**config.mk**
```make
export PLATFORM = sky130hd
export DESIGN_NAME = ram_access_ctrl
export DESIGN_NICKNAME = d
export VERILOG_FILES = /design/src/rtl/ram_access_ctrl.sv
export SDC_FILE = /design/constraint.sdc
export NUM_CORES = 1
export LEC_CHECK = 0
export BUFFER_PORTS_ARGS = -buffer_cell sky130_fd_sc_hd__buf_4
export CAP_MARGIN = 40
export CORE_UTILIZATION = 53
export DETAILED_ROUTE_END_ITERATION = 6
export MAX_ROUTING_LAYER = met4
export PLACE_DENSITY = 0.81
export SYNTH_ARGS = -nofsm -noshare
export SYNTH_HDL_FRONTEND = slang
export SYNTH_SLANG_ARGS = --single-unit
```
**constraint.sdc**
```tcl
create_clock -name Clk -period 2.3 [get_ports Clk]
set_input_delay 0.46 -clock Clk [delete_from_list [all_inputs] [get_ports Clk]]
set_output_delay 0.46 -clock Clk [all_outputs]
set_load 0.005 [all_outputs]
```
**src/rtl/ram_access_ctrl.sv**
```systemverilog
// ram_access_ctrl
// ---------------------------------------------------------------------------
// Sequences all processor traffic to an asynchronous, MFC-handshaked,
// 256-byte big-endian RAM. Two requesters share the RAM:
//   - instruction fetch port (word reads only)
//   - data port (byte/half/word/doubleword, read or write)
// Ties are broken round-robin. Every RAM access is a four-phase handshake:
// raise Enable, wait for MFC, drop Enable, wait for MFC to fall. A
// doubleword is split into two word beats at DAddr and DAddr+4 (mod 256),
// high word first.
//
// Optional feature macro: MEM_TIMEOUT_EN
//   When defined, each handshake phase is limited to TIMEOUT_CYCLES cycles.
//   On expiry the access is abandoned and Done is pulsed together with
//   MemErr, with read data forced to zero. When undefined, the controller
//   waits indefinitely and MemErr is tied low.
//
// Ports
//   Clk, Reset           clock, synchronous active-high reset
//   IReq, IAddr          fetch request (level, held until IDone) and address
//   IData, IDone         fetched word and one-cycle completion pulse
//   DReq, DRW, DSize,    data request (level), 1=read/0=write, size code,
//   DAddr, DWData        byte address, right-justified write data
//   DRData, DDone        zero-extended read data and completion pulse
//   MemErr               handshake timeout flag, pulses with Done
//   MemEnable, MemReadWrite, MemAddress, MemDataIn, MemSize  RAM controls
//   MemDataOut, MFC      RAM read data and asynchronous completion strobe
// ---------------------------------------------------------------------------
module ram_access_ctrl #(
  parameter int TIMEOUT_CYCLES = 64
) (
  input  logic        Clk,
  input  logic        Reset,
  // instruction fetch port
  input  logic        IReq,
  input  logic [7:0]  IAddr,
  output logic [31:0] IData,
  output logic        IDone,
  // data port
  input  logic        DReq,
  input  logic        DRW,
  input  logic [1:0]  DSize,
  input  logic [7:0]  DAddr,
  input  logic [63:0] DWData,
  output logic [63:0] DRData,
  output logic        DDone,
  output logic        MemErr,
  // RAM side
  output logic        MemEnable,
  output logic        MemReadWrite,
  output logic [7:0]  MemAddress,
  output logic [31:0] MemDataIn,
  output logic [1:0]  MemSize,
  input  logic [31:0] MemDataOut,
  input  logic        MFC
);

  typedef enum logic [1:0] {
    IDLE    = 2'd0,
    ACCESS  = 2'd1,
    RELEASE = 2'd2,
    DONE    = 2'd3
  } state_t;

  localparam logic [1:0] SIZE_BYTE  = 2'b00;
  localparam logic [1:0] SIZE_HALF  = 2'b01;
  localparam logic [1:0] SIZE_WORD  = 2'b10;
  localparam logic [1:0] SIZE_DWORD = 2'b11;

  // A zero-length phase limit would abort every access before it starts.
  generate
    if (TIMEOUT_CYCLES < 1) begin : g_bad_timeout
      $error("ram_access_ctrl: TIMEOUT_CYCLES must be at least 1");
    end
  endgenerate

  state_t      state_reg;
  logic        mfc_meta_reg;
  logic        mfc_s_reg;
  logic        last_data_reg;   // 1 = data port was granted most recently
  logic        sel_data_reg;    // port owning the current transaction
  logic        rw_reg;
  logic [1:0]  size_reg;
  logic [7:0]  addr_reg;
  logic [31:0] wdata_lo_reg;    // low word, needed only for doubleword beat 1
  logic        beat_reg;
  logic [63:0] rdata_reg;
  logic        pick_data;

`ifdef MEM_TIMEOUT_EN
  localparam int CNT_W = $clog2(TIMEOUT_CYCLES + 1);
  localparam logic [CNT_W-1:0] CNT_LAST = CNT_W'(TIMEOUT_CYCLES - 1);
  logic [CNT_W-1:0] phase_cnt_reg;
  logic             mem_err_reg;
  assign MemErr = mem_err_reg;
`else
  assign MemErr = 1'b0;
`endif

  // MFC comes from the RAM's own timing domain.
  always_ff @(posedge Clk) begin
    if (Reset) begin
      mfc_meta_reg <= 1'b0;
      mfc_s_reg    <= 1'b0;
    end else begin
      mfc_meta_reg <= MFC;
      mfc_s_reg    <= mfc_meta_reg;
    end
  end

  // Data wins when it is the only requester, or on a tie when fetch went last.
  assign pick_data = DReq & (~IReq | ~last_data_reg);

  // Merge one RAM read beat into the accumulated read value. Sub-word reads
  // keep only the bits the access actually returned; the RAM leaves stale
  // data in the upper DataOut bits.
  function automatic logic [63:0] merge_read(
    input logic [1:0]  size,
    input logic        beat,
    input logic [63:0] acc,
    input logic [31:0] dout
  );
    logic [63:0] res;
    case (size)
      SIZE_BYTE: res = {56'b0, dout[7:0]};
      SIZE_HALF: res = {48'b0, dout[15:0]};
      SIZE_WORD: res = {32'b0, dout};
      default:   res = beat ? {acc[63:32], dout} : {dout, acc[31:0]};
    endcase
    return res;
  endfunction

  always_ff @(posedge Clk) begin
    if (Reset) begin
      state_reg     <= IDLE;
      last_data_reg <= 1'b0;
      sel_data_reg  <= 1'b0;
      rw_reg        <= 1'b0;
      size_reg      <= 2'b00;
      addr_reg      <= 8'h00;
      wdata_lo_reg  <= 32'h0;
      beat_reg      <= 1'b0;
      rdata_reg     <= 64'h0;
      IData         <= 32'h0;
      IDone         <= 1'b0;
      DRData        <= 64'h0;
      DDone         <= 1'b0;
      MemEnable     <= 1'b0;
      MemReadWrite  <= 1'b0;
      MemAddress    <= 8'h00;
      MemDataIn     <= 32'h0;
      MemSize       <= 2'b00;
`ifdef MEM_TIMEOUT_EN
      phase_cnt_reg <= '0;
      mem_err_reg   <= 1'b0;
`endif
    end else begin
      case (state_reg)
        IDLE: begin
          // Waiting for MFC_s low keeps a RAM that is still finishing an
          // abandoned access from being handed a new one.
          if (!mfc_s_reg && (IReq || DReq)) begin
            state_reg <= ACCESS;
            MemEnable <= 1'b1;
            beat_reg  <= 1'b0;
            rdata_reg <= 64'h0;
`ifdef MEM_TIMEOUT_EN
            phase_cnt_reg <= '0;
`endif
            if (pick_data) begin
              sel_data_reg  <= 1'b1;
              last_data_reg <= 1'b1;
              rw_reg        <= DRW;
              size_reg      <= DSize;
              addr_reg      <= DAddr;
              wdata_lo_reg  <= DWData[31:0];
              MemReadWrite  <= DRW;
              MemAddress    <= DAddr;
              // The RAM only knows up to word size; a doubleword goes out
              // as two word beats, high word first.
              MemSize       <= (DSize == SIZE_DWORD) ? SIZE_WORD : DSize;
              MemDataIn     <= (DSize == SIZE_DWORD) ? DWData[63:32] : DWData[31:0];
            end else begin
              sel_data_reg  <= 1'b0;
              last_data_reg <= 1'b0;
              rw_reg        <= 1'b1;
              size_reg      <= SIZE_WORD;
              addr_reg      <= IAddr;
              wdata_lo_reg  <= 32'h0;
              MemReadWrite  <= 1'b1;
              MemAddress    <= IAddr;
              MemSize       <= SIZE_WORD;
              MemDataIn     <= 32'h0;
            end
          end
        end

        ACCESS: begin
          if (mfc_s_reg) begin
            MemEnable <= 1'b0;
            state_reg <= RELEASE;
            if (rw_reg) begin
              rdata_reg <= merge_read(size_reg, beat_reg, rdata_reg, MemDataOut);
            end
`ifdef MEM_TIMEOUT_EN
            phase_cnt_reg <= '0;
          end else if (phase_cnt_reg == CNT_LAST) begin
            // Abandon the access: report the error with zero data.
            MemEnable   <= 1'b0;
            state_reg   <= DONE;
            mem_err_reg <= 1'b1;
            IDone       <= ~sel_data_reg;
            DDone       <= sel_data_reg;
            if (sel_data_reg) DRData <= 64'h0;
            else              IData  <= 32'h0;
          end else begin
            phase_cnt_reg <= phase_cnt_reg + CNT_W'(1);
`endif
          end
        end

        RELEASE: begin
          if (!mfc_s_reg) begin
            if (size_reg == SIZE_DWORD && !beat_reg) begin
              beat_reg   <= 1'b1;
              state_reg  <= ACCESS;
              MemEnable  <= 1'b1;
              MemAddress <= addr_reg + 8'd4;
              MemDataIn  <= wdata_lo_reg;
            end else begin
              state_reg <= DONE;
              IDone     <= ~sel_data_reg;
              DDone     <= sel_data_reg;
              // rdata_reg is cleared at grant and only filled on reads, so a
              // completed write reports zero.
              if (sel_data_reg) DRData <= rdata_reg;
              else              IData  <= rdata_reg[31:0];
            end
`ifdef MEM_TIMEOUT_EN
            phase_cnt_reg <= '0;
          end else if (phase_cnt_reg == CNT_LAST) begin
            // Enable is already low; any pending doubleword beat is dropped.
            state_reg   <= DONE;
            mem_err_reg <= 1'b1;
            IDone       <= ~sel_data_reg;
            DDone       <= sel_data_reg;
            if (sel_data_reg) DRData <= 64'h0;
            else              IData  <= 32'h0;
          end else begin
            phase_cnt_reg <= phase_cnt_reg + CNT_W'(1);
`endif
          end
        end

        DONE: begin
          IDone     <= 1'b0;
          DDone     <= 1'b0;
          state_reg <= IDLE;
`ifdef MEM_TIMEOUT_EN
          mem_err_reg <= 1'b0;
`endif
        end

        default: state_reg <= IDLE;
      endcase
    end
  end

endmodule

```
After elaboration in Yosys (flattened, before gate mapping)

Index checks and enable logic that the tools add are counted.
Widths: inputs -> output; s select.

Logic and storage cells: 102
Bits in registers: 254
Output and inout port bits: 143
Bits of input ports: 120

Bitwise operators: 6
Reduce and logical (&&, ||, !) cells: 20
Add/sub/neg operators: 1
Muxes and demuxes: 41
Eq/ne operators: 15

Operators with widths:

| operator            | count |
|---|---|
| $mux 64             | 4 |
| $mux 32             | 6 |
| $pmux 64 s3         | 1 |
| $pmux 64 s2         | 1 |
| $pmux 32 s2         | 1 |
| $mux 8              | 4 |
| $pmux 8 s2          | 1 |
| $reduce_and 5->1    | 3 |
| $mux 2              | 7 |
| $ne 2x2->1 const B  | 6 |
| $reduce_and 4->1    | 3 |
| $mux 1              | 11 |
| $eq 2x2->1 const B  | 5 |
| $ne 5x5->1 const B  | 2 |
| $add 8x3->8 const B | 1 |
| $pmux 2 s4          | 1 |
| $pmux 1 s2          | 3 |
| $reduce_and 3->1    | 2 |
| $reduce_bool 2->1   | 3 |
| $eq 2x1->1 const B  | 2 |
| $logic_not 2->1     | 2 |
| $not 1->1           | 4 |
| $pmux 1 s3          | 1 |
| $reduce_bool 3->1   | 1 |
| 6 further kinds     | 8 |

Depth between registers and ports, before layout

Word-level depth: 6
Gate-level depth with buffers: 8
Mapped depth without buffers: 5

Worst setup path after synthesis

OpenSTA, ideal clock, no wires.

Path kind: input port to flip-flop
Start point: in IReq
End point: reg rdata_reg[42]
Required time: 2177 ps
Setup time: 123 ps
Path buffers: 1
Arrival: 1644 ps
Setup slack: 532 ps
Stages: 5
Cell sequence: nor2_1 > o31a_1 > nor3_2 > buf_4 > mux2_1

Word-level cells in the longest chain between the ends: 4

Ends and longest elaborated chain:

| element                    | line | RTL |
|---|---|---|
| start, declared            | 35   | `input logic IReq,` |
| $logic_or 1x1->1           | 162  | `if (!mfc_s_reg && (IReq \|\| DReq)) begin` |
| $logic_and 1x1->1          | 162  |  |
| $ne 2x2->1 (no line)       | n/a  |  |
| $reduce_and 5->1 (no line) | n/a  |  |
| end signal, assigned       | 203  | `rdata_reg <= merge_read(size_reg, beat_reg, rdata_reg, MemDataOut);` |
| end, declared              | 87   | `logic [63:0] rdata_reg;` |

Every way passes these cells.
A chain may end at the register's enable or synchronous reset.

Final worst setup path

Start point: reg state_reg[0]
End point: reg rdata_reg[60]

Word-level cells in the longest chain between the ends: 3
Elaborated cells on any way between the ends: 9
Classes of those cells: 5 x eq/ne; 1 x mux; 3 x reduce/logical

Ends and longest elaborated chain:

| element                                            | line | RTL |
|---|---|---|
| start, declared                                    | 77   | `state_t state_reg;` |
| start signal, assigned                             | 135  | `state_reg <= IDLE;` |
| start signal, assigned                             | 163  | `state_reg <= ACCESS;` |
| start signal, assigned                             | 201  | `state_reg <= RELEASE;` |
| $eq 2x1->1 or $logic_not 2->1 (tied branches)      | 158  | `case (state_reg)` |
| $ne 5x5->1 (no line), or another cell as far along | n/a  |  |
| $reduce_and 5->1 (no line)                         | n/a  |  |

Parallel ways exist; a longest one is shown, timed or not.

==> flow_summary.json <==
{
  "post-route-min-period_ps": 2030,
  "cts_buffers": 26,
  "area_delta_synth_final_pct": 28.8,
  "status": "completed",
  "synth-edff-count": 0,
  "grt_pass1_vias": 9465,
  "dp_hpwl_mm": 20.6,
  "cts.repair.resized": 0,
  "fin_crit_sh_pct": 88.3,
  "postSynthCellCount": 1252,
  "cp.required_ps": 2740,
  "cts-root-buf": "clkbuf_16",
  "die_area_um2": 20500,
  "row_count": 51,
  "p_sw_mw": 2.44,
  "start_util_pct": 54.1,
  "reg2reg_depth": 5,
  "track_usage_pct": 30.0,
  "maxCapViolations": 0,
  "critical_path.endpoint_type": "register",
  "syn_avg_cell_area_um2": 8.42,
  "ys_seq_elements": 254,
  "skew_ps": 20.3,
  "firstDrtPassIters": 5,
  "slew_headroom_pct": 53.4,
  "totalNegativeSetupSlack_ps": 0,
  "cp.arrival_ps": 2470,
  "ys.flop_type": "dfxtp_1",
  "placedCellCount": 1694,
  "intPower_mw": 7.57,
  "antenna_found_initial": 0,
  "crit_start": "state_reg[0]",
  "synth_fp_nets": 1373,
  "cp-endpoint": "rdata_reg[60]",
  "totalPowerFinal_mw": 10.0,
  "synthArstFlopShare_pct": 0,
  "routedWlPerCell_um": 17.5,
  "slew_viol_final": 0,
  "clock-sinks": 254,
  "vias_per_cell": 5.78,
  "finalSetupViolations": 0,
  "ys_seq_area_share_pct": 48.2,
  "synth_cell_type_count": 53,
  "clock_path_buffers": 3,
  "critPathKind": "reg -> reg",
  "sequentialPowerShare_pct": 46.5,
  "postCtsSetupRepairBufs": 0,
  "fmax_ghz": 0.493,
  "vias": 10100,
  "clkPwrFrac_pct": 42.2,
  "pin_count": 263,
  "cp-start-kind": "register",
  "cts_hold_buf": 0,
  "r2r_setup_slack_ps": 270,
  "routabilityCongestion": 0.863,
  "tritoncts": "done",
  "crit-reg2reg-capture": "rdata_reg[60]",
  "nFillCells": 1586,
  "grt_max_degree": 105,
  "syn_area_um2": 10500,
  "core-area_um2": 19500,
  "power.leakage_nw": 5.38,
  "rsz0062_at_grt": "false",
  "overflow": 0,
  "portBuffers": 261,
  "whs_path_depth": 2,
  "power_density_nw_per_um2": 738,
  "clkSlewWorstSetupHoldPaths_ps": 60,
  "clkLatencyLatePin_ps": 530,
  "die_h_um": 143,
  "nets": 1578,
  "htree_levels": 1,
  "wl_mm": 30.4,
  "dieWidth_um": 143,
  "hold_class": "in -> reg",
  "antenna_left": 0,
  "layout_common_cells": "buf_4 (288), nand2_1 (277), dfxtp_1 (253)",
  "yosysWarnings": 0,
  "grt_pass1_wl_mm": 47.5,
  "final_common_cell": "buf_4",
  "finalHoldViolCount": 0,
  "drc": 0,
  "utilization_pct": 69.7,
  "comb_power_share_pct": 11.3,
  "peakVddDrop_mv": 0.570,
  "regToRegStartpoint": "state_reg[0]",
  "antennaDiodeCount": 0,
  "critPathMaxFanout": 27,
  "worst_pin_slew_ps": 699,
  "drt_iter0_markers": 589,
  "drive_above_1_share_pct": 25.8,
  "switching_share_pct": 24.4,
  "final_cells": 1740
}
## synthesized netlist by cell type (3+ instances only)
master | n | area (µm²)
nand3_1 | 70 | 350
mux2_2 | 33 | 372
o21ai_0 | 33 | 165
nor4_1 | 9 | 56.3
nor2_1 | 61 | 229
o31ai_1 | 25 | 188
o311ai_0 | 8 | 70.1
nor3b_1 | 17 | 128
nand4_1 | 24 | 150
buf_2 | 19 | 95.1
mux2_1 | 8 | 90.1
buf_4 | 7 | 52.6
mux2i_1 | 30 | 300
buf_1 | 7 | 26.3
dfxtp_1 | 254 | 5080
nand2_1 | 277 | 1040
or4_1 | 10 | 75.1
nor2b_1 | 13 | 81.3
a221oi_1 | 32 | 280
clkbuf_1 | 82 | 308
buf_6 | 5 | 56.3
nor3_1 | 6 | 30.0
nand2b_1 | 10 | 62.6
a211oi_1 | 6 | 45.0
a211o_1 | 4 | 35.0
a21oi_1 | 166 | 831
inv_1 | 3 | 11.3
## metrics by stage
stage / instance area, µm² / setup WS [ps] / hold WS (ps)
floorplan: 10500 / 532 / 414
global placement: 12700 / 319 / 423
detailed placement: 12700 / 276 / 422
CTS: 13600 / 281 / 146
global route: 13600 / 84.8 / 145
finish: 13600 / 270 / 149
## worst min path at each step
stage	startpoint	end	slack, ps
3_3_place_gp	mfc_meta_reg	mfc_s_reg	420
6_report	MFC	mfc_meta_reg	150
4_1_cts	MFC	mfc_meta_reg	150
3_5_place_dp	mfc_meta_reg	mfc_s_reg	420
5_1_grt	MFC	mfc_meta_reg	140
2_1_floorplan	mfc_meta_reg	mfc_s_reg	410
## power by group through the flow
stage	clock network [mW]	logic, mW	registers, mW
2_1_floorplan	0	0.624	4.72
3_3_place_gp	0	1.10	4.74
3_5_place_dp	0	1.12	4.74
4_1_cts	4.26	1.13	4.65
5_1_grt	4.45	1.22	4.67
6_report	4.23	1.13	4.65
## cell families after synthesis
family | share of synthesized area (%)
and+or+nand+nor | 21.9
AOI/OAI and AO/OA | 17.0
DFF | 48.2
buffers and inverters | 5.21
muxes | 7.23
xor gates and xnor gates | 0.249
adders and majority gates | 0.119
other | 0.0356
## routing by layer
metal | vias up | wire length [µm] | global-route usage (%)
li1 | 4792 | - | -
met1 | 4769 | 11600 | 34.3
met2 | 428 | 15500 | 52.8
met3 | 73 | 2370 | 4.56
met4 | 0 | 944 | 11.0
met5 | - | 0 | -
## critical path, stage by stage, from the launching register on
cell      delay (ps)
dfxtp_1          550
nand2b_1         300
nor2_4           530
buf_12           250
nand3_1          110
mux2i_1          180
## cell type report
class / count / area (µm²) / area share [%]
sequential: 254 / 5090 / 37.5
inverter: 3 / 11.3 / 0.0830
multi-input combinational: 875 / 4960 / 36.5
timing repair buffer: 297 / 2330 / 17.2
clock buffer: 40 / 764 / 5.63
tap: 265 / 332 / 2.44
clock inverter: 6 / 91.3 / 0.673
No activity file was read; power rests on OpenSTA's default activity.
